--- src/rtl/outport_credit_pkg.sv ---
// Shared NoC definitions for the output-port credit block: flit layout,
// flit-type encodings and the per-VC lock FSM state encoding.
package outport_credit_pkg;

  localparam int DATAW    = 32;
  localparam int TYPE_MSB = 31;
  localparam int TYPE_LSB = 30;

  typedef enum logic [1:0] {
    FT_BODY     = 2'b00,
    FT_TAIL     = 2'b01,
    FT_HEAD     = 2'b10,
    FT_HEADTAIL = 2'b11
  } flit_type_e;

  typedef enum logic [1:0] {
    LCK_IDLE  = 2'b00,
    LCK_BUSY  = 2'b01,
    LCK_DRAIN = 2'b10
  } lck_state_e;

  function automatic flit_type_e flit_type(input logic [DATAW-1:0] flit);
    return flit_type_e'(flit[TYPE_MSB:TYPE_LSB]);
  endfunction

endpackage

--- src/rtl/outport_vc_state.sv ---
// One virtual channel: downstream credit counter plus packet lock FSM.
// Error outputs are single-cycle pulses; the top makes them sticky.
module outport_vc_state
  import outport_credit_pkg::*;
#(
  parameter int FIFOD  = 8,
  parameter int PKTLEN = 4,
  parameter int CW     = $clog2(FIFOD + 1)
) (
  input  logic          clk,
  input  logic          rst_,
  input  logic          send,
  input  flit_type_e    ftype,
  input  logic          ack,
  input  logic          ilck,
  output logic [CW-1:0] cnt,
  output logic          rdy,
  output logic          lck,
  output logic          err_proto,
  output logic          err_udf,
  output logic          err_ovf
);

  lck_state_e state, state_nxt;

  logic cnt_full, cnt_empty;
  assign cnt_full  = (cnt == CW'(FIFOD));
  assign cnt_empty = (cnt == '0);

  // A simultaneous send and credit return cancel out.
  always_ff @(posedge clk or negedge rst_) begin
    if (!rst_) begin
      cnt <= '0;
    end else if (send && !ack) begin
      if (!cnt_full) cnt <= cnt + 1'b1;
    end else if (ack && !send) begin
      if (!cnt_empty) cnt <= cnt - 1'b1;
    end
  end

  assign err_ovf = send && !ack && cnt_full;
  assign err_udf = ack && !send && cnt_empty;
  assign rdy     = (cnt <= CW'(FIFOD - PKTLEN));

  always_ff @(posedge clk or negedge rst_) begin
    if (!rst_) state <= LCK_IDLE;
    else       state <= state_nxt;
  end

  // Illegal flit types leave the state untouched.
  always_comb begin
    state_nxt = state;
    case (state)
      LCK_IDLE: begin
        if (send && ftype == FT_HEAD)          state_nxt = LCK_BUSY;
        else if (send && ftype == FT_HEADTAIL) state_nxt = LCK_DRAIN;
      end
      LCK_BUSY: begin
        if (send && ftype == FT_TAIL) state_nxt = LCK_DRAIN;
      end
      LCK_DRAIN: begin
        if (send && ftype == FT_HEAD)          state_nxt = LCK_BUSY;
        else if (send && ftype == FT_HEADTAIL) state_nxt = LCK_DRAIN;
        else if (!send && !ilck)               state_nxt = LCK_IDLE;
      end
      default: state_nxt = LCK_IDLE;
    endcase
  end

  always_comb begin
    lck       = (state != LCK_IDLE);
    err_proto = 1'b0;
    if (send) begin
      case (state)
        LCK_BUSY: err_proto = (ftype == FT_HEAD) || (ftype == FT_HEADTAIL);
        default:  err_proto = (ftype == FT_BODY) || (ftype == FT_TAIL);
      endcase
    end
  end

endmodule

--- src/rtl/outport_credit.sv ---
// Output port of a NoC router: forwards flits to the link, tracks
// downstream credits and packet locks per VC, and latches sticky errors.
module outport_credit
  import outport_credit_pkg::*;
#(
  parameter int ROUTERID = 0,
  parameter int PCHID    = 0,
  parameter int NVCH     = 2,
  parameter int FIFOD    = 8,
  parameter int PKTLEN   = 4,
  parameter int REGOUT   = 1,
  localparam int VCHW    = $clog2(NVCH)
) (
  input  logic             clk,
  input  logic             rst_,
  input  logic [DATAW-1:0] idata,
  input  logic             ivalid,
  input  logic [VCHW-1:0]  ivch,
  output logic [DATAW-1:0] odata,
  output logic             ovalid,
  output logic [VCHW-1:0]  ovch,
  input  logic [NVCH-1:0]  iack,
  output logic [NVCH-1:0]  ordy,
  input  logic [NVCH-1:0]  ilck,
  output logic [NVCH-1:0]  olck,
  output logic [2:0]       oerr
);

  localparam int CW = $clog2(FIFOD + 1);

  if (NVCH < 2 || NVCH > 8 || PKTLEN > FIFOD || PKTLEN < 1 || ROUTERID < 0 || PCHID < 0)
  begin : g_bad_cfg
    $error("outport_credit: illegal parameter set");
  end

  flit_type_e      ftype;
  logic            vch_ok;
  logic [NVCH-1:0] send, err_proto, err_udf, err_ovf;

  assign ftype  = flit_type(idata);
  assign vch_ok = (int'(ivch) < NVCH);

  for (genvar v = 0; v < NVCH; v++) begin : g_vc
    logic [CW-1:0] cnt;
    assign send[v] = ivalid && vch_ok && (ivch == VCHW'(v));
    outport_vc_state #(
      .FIFOD  (FIFOD),
      .PKTLEN (PKTLEN),
      .CW     (CW)
    ) u_vc (
      .clk       (clk),
      .rst_      (rst_),
      .send      (send[v]),
      .ftype     (ftype),
      .ack       (iack[v]),
      .ilck      (ilck[v]),
      .cnt       (cnt),
      .rdy       (ordy[v]),
      .lck       (olck[v]),
      .err_proto (err_proto[v]),
      .err_udf   (err_udf[v]),
      .err_ovf   (err_ovf[v])
    );
  end

  // Out-of-range VC ids count as protocol errors but touch no VC state.
  always_ff @(posedge clk or negedge rst_) begin
    if (!rst_) oerr <= '0;
    else       oerr <= oerr | {(|err_proto) || (ivalid && !vch_ok), |err_udf, |err_ovf};
  end

  if (REGOUT != 0) begin : g_regout
    logic [DATAW-1:0] data_p1;
    logic             vld_p1;
    logic [VCHW-1:0]  vch_p1;

    // Link stage: idle cycles drive zeros rather than stale data.
    always_ff @(posedge clk or negedge rst_) begin
      if (!rst_) begin
        data_p1 <= '0;
        vld_p1  <= 1'b0;
        vch_p1  <= '0;
      end else begin
        data_p1 <= ivalid ? idata : '0;
        vld_p1  <= ivalid;
        vch_p1  <= ivalid ? ivch : '0;
      end
    end

    assign odata  = data_p1;
    assign ovalid = vld_p1;
    assign ovch   = vch_p1;
  end else begin : g_passout
    assign odata  = idata;
    assign ovalid = ivalid;
    assign ovch   = ivch;
  end

endmodule
--- config.mk ---
export PLATFORM = sky130hd
export DESIGN_NAME = outport_credit
export DESIGN_NICKNAME = d
export VERILOG_FILES = /design/src/rtl/outport_credit_pkg.sv /design/src/rtl/outport_vc_state.sv /design/src/rtl/outport_credit.sv
export SDC_FILE = /design/constraint.sdc
export NUM_CORES = 1
export LEC_CHECK = 0
export CAP_MARGIN = 0
export CORE_UTILIZATION = 47
export DETAILED_ROUTE_END_ITERATION = 8
export PLACE_DENSITY = 0.95
export SLEW_MARGIN = 10
export SYNTH_ARGS = -nofsm -noshare
export SYNTH_HDL_FRONTEND = slang
export SYNTH_SLANG_ARGS = --single-unit
--- constraint.sdc ---
create_clock -name clk -period 2.9 [get_ports clk]
set_input_delay 0.87 -clock clk [delete_from_list [all_inputs] [get_ports clk]]
set_output_delay 0.87 -clock clk [all_outputs]
set_load 0.05 [all_outputs]
==> flow_summary.json <==
{
  "setup_viol": 0,
  "ys_ff_latch": 49,
  "syn_area_per_cell_sq_um": 11.8,
  "max_cap_violations": 0,
  "crit_type": "reg2out",
  "root_buffer": "clkbuf_8",
  "port_buffers": 80,
  "drive_above_1_share_pct": 9.13,
  "slew_headroom_pct": 42.9,
  "drt-initial-drc-count": 76,
  "dpl-instance-area_sq_um": 2950,
  "leakage_uw": 0.00137,
  "postCtsHoldBufs": 0,
  "setup_tns_ps": 0,
  "yosysTopAreaCellShare_pct": 58.5,
  "grt_remaining_overflow": 0,
  "ir_worst_vdd_v": 0.000457,
  "cp.required_ps": 2030,
  "reg2reg_depth": 5,
  "grt_pass1_wl_microns": 6870,
  "gp_congestion": 0.768,
  "cts_setup_buffers": 0,
  "clk_path_buf_depth": 2,
  "die_y_microns": 68.8,
  "start_kind": "flop",
  "drv_slew": 0,
  "synth-async-reset-ratio_pct": 100,
  "yosysSeqAreaShare_pct": 58.5,
  "endpoint_kind": "output port",
  "antenna_cells": 0,
  "finalClockSkew_ps": 6.44,
  "fin_cells": 313,
  "period_share_pct": 94.1,
  "io_pins": 81,
  "design_area_sq_um": 3070,
  "cts_tree": "yes",
  "synth_fp_nets": 227,
  "rows": 23,
  "finalWirelength_microns": 4180,
  "coreArea_sq_um": 4140,
  "vias_per_cell": 4.88,
  "wire_per_inst_microns": 13.4,
  "grt_util_all_layers_pct": 20.5,
  "hp-class": "reg2reg",
  "path_clk_slew_ps": 90,
  "yosys.area.top_type": "dfrtp_1",
  "htreeDepth": 2,
  "synth.area.top_cells": "dfrtp_1, and2_1, ha_1",
  "num_vias": 1527,
  "fmax_mhz": 366,
  "drtPass1Iterations": 4,
  "ant_nets": 0,
  "area_growth_pct": 46.3,
  "hold_violations": 0,
  "grt_setup_unrepaired": "false",
  "cts_buffers": 5,
  "worstMarginPinSlew_ps": 856,
  "holdPathStages": 1,
  "synth_area_sq_um": 2100,
  "dp_hpwl_microns": 3190,
  "yosys.cell_count.top_type": "dfrtp_1",
  "clock-sinks": 49,
  "initial_core_util_pct": 50.6,
  "syn-instance-count": 177,
  "yosysWarnings": 0,
  "clk_latency_ps": 300,
  "path_max_fanout": 5,
  "fin_nets": 312,
  "antenna_found_initial": 0,
  "fillerInstances": 294,
  "synthTopCellsByCount": "dfrtp_1, and2_1, nand2_1",
  "synth_flop_cell": "dfrtp_1",
  "power_per_cell_area_nw_per_um2": 725,
  "grt_max_degree": 41,
  "synth_edf_count": 0,
  "die_w_microns": 68.8,
  "drc": 0,
  "min_period_ps": 2730,
  "dp.cells": 305,
  "status": "finished, final reports clean",
  "cts_resized": 0,
  "die_area_sq_um": 4730,
  "cp.arrival_ps": 1860,
  "ys_types": 29,
  "grt_pass1_vias": 1486
}
[metal layers]
metal | wire [microns] | vias up | share of wire, % | global-route usage (%)
li1 | - | 739 | - | -
met1 | 1670 | 732 | 40 | 23.4
met2 | 2150 | 49 | 51 | 35.7
met3 | 301 | 7 | 7.2 | 7.73
met4 | 55 | 0 | 1.3 | 6.12
met5 | 0 | - | 0 | 0
[area by class of cell]
class                           instances  area, sq um  share of cell area [%]
Clock inverter                          3         43.8                    1.43
Tap cell                               50         62.6                    2.04
Sequential cell                        49         1230                    40.0
Multi-Input combinational cell        111          791                    25.8
Timing Repair Buffer                   86          841                    27.4
Inverter                                9         33.8                    1.10
Clock buffer                            5         68.8                    2.24
[flip-flops by register name (all words and copies together), names as in the netlist]
name             flops
ovalid               1
oerr                 3
ovch                 1
g_vc.u_vc.state      4
odata               32
g_vc.u_vc.cnt        8
[worst max-delay path: stages, from the launching register on]
cell and delay (ps):
dfrtp_1 460, o21a_1 210, nor2_1 80, clkdlybuf4s50_1 810
[kinds of logic after synthesis]
group | Yosys count | synth area share (%)
adders and majority gates | 10 | 6.69
AOI/OAI and AO/OA | 25 | 8.66
DFF | 49 | 58.5
buffers and inverters | 17 | 3.76
muxes | 2 | 0.955
and+or+nand+nor | 65 | 17.7
xor gates and xnor gates | 9 | 3.76
[through the flow]
stage | util (%) | setup slack, ps | hold WS, ps | power [uW]
after detailed placement | 71.3 | -13.6 | 448 | 1750
after global routing | 74.0 | 83.3 | 496 | 2350
after global placement | 71.3 | 85.0 | 439 | 1710
after floorplan | - | 573 | 451 | 1500
final | 74.0 | 170 | 478 | 2220
after CTS | 74.0 | 162 | 476 | 2240
[final timing paths]
kind / startpoint / end / slack (ps)
worst max-delay path: g_vc[1].u_vc.cnt[1]$_DFFE_PN0P_ / ordy[1] / 170
worst min-delay path: oerr[2]$_DFF_PN0_ / oerr[2]$_DFF_PN0_ / 480
worst max register to register: g_vc[0].u_vc.cnt[2]$_DFFE_PN0P_ / g_vc[0].u_vc.cnt[3]$_DFFE_PN0P_ / 1420
worst min register to register: oerr[2]$_DFF_PN0_ / oerr[2]$_DFF_PN0_ / 480
max in group asynchronous: rst_ / odata[29]$_DFF_PN0_ / 1610
min in group asynchronous: rst_ / odata[13]$_DFF_PN0_ / 670
[placed cells by master (no fill, tap or decap), drive strengths merged, types with 4 or more instances in the layout]
| master | count |
|---|---|
| nand2 | 11 |
| nand2b | 4 |
| inv | 10 |
| dfrtp | 49 |
| o21ai | 4 |
| ha | 8 |
| xnor2 | 7 |
| clkbuf | 5 |
| buf | 7 |
| a21oi | 10 |
| clkdlybuf4s50 | 79 |
| nor2 | 6 |
| and2 | 32 |
[where the power goes]
part | switching, uW | internal (uW) | total, uW
sequential | 124 | 786 | 910
clock | 226 | 258 | 484
combinational | 475 | 354 | 829
total | 825 | 1400 | 2220
Power figures use the tool's default switching activity.
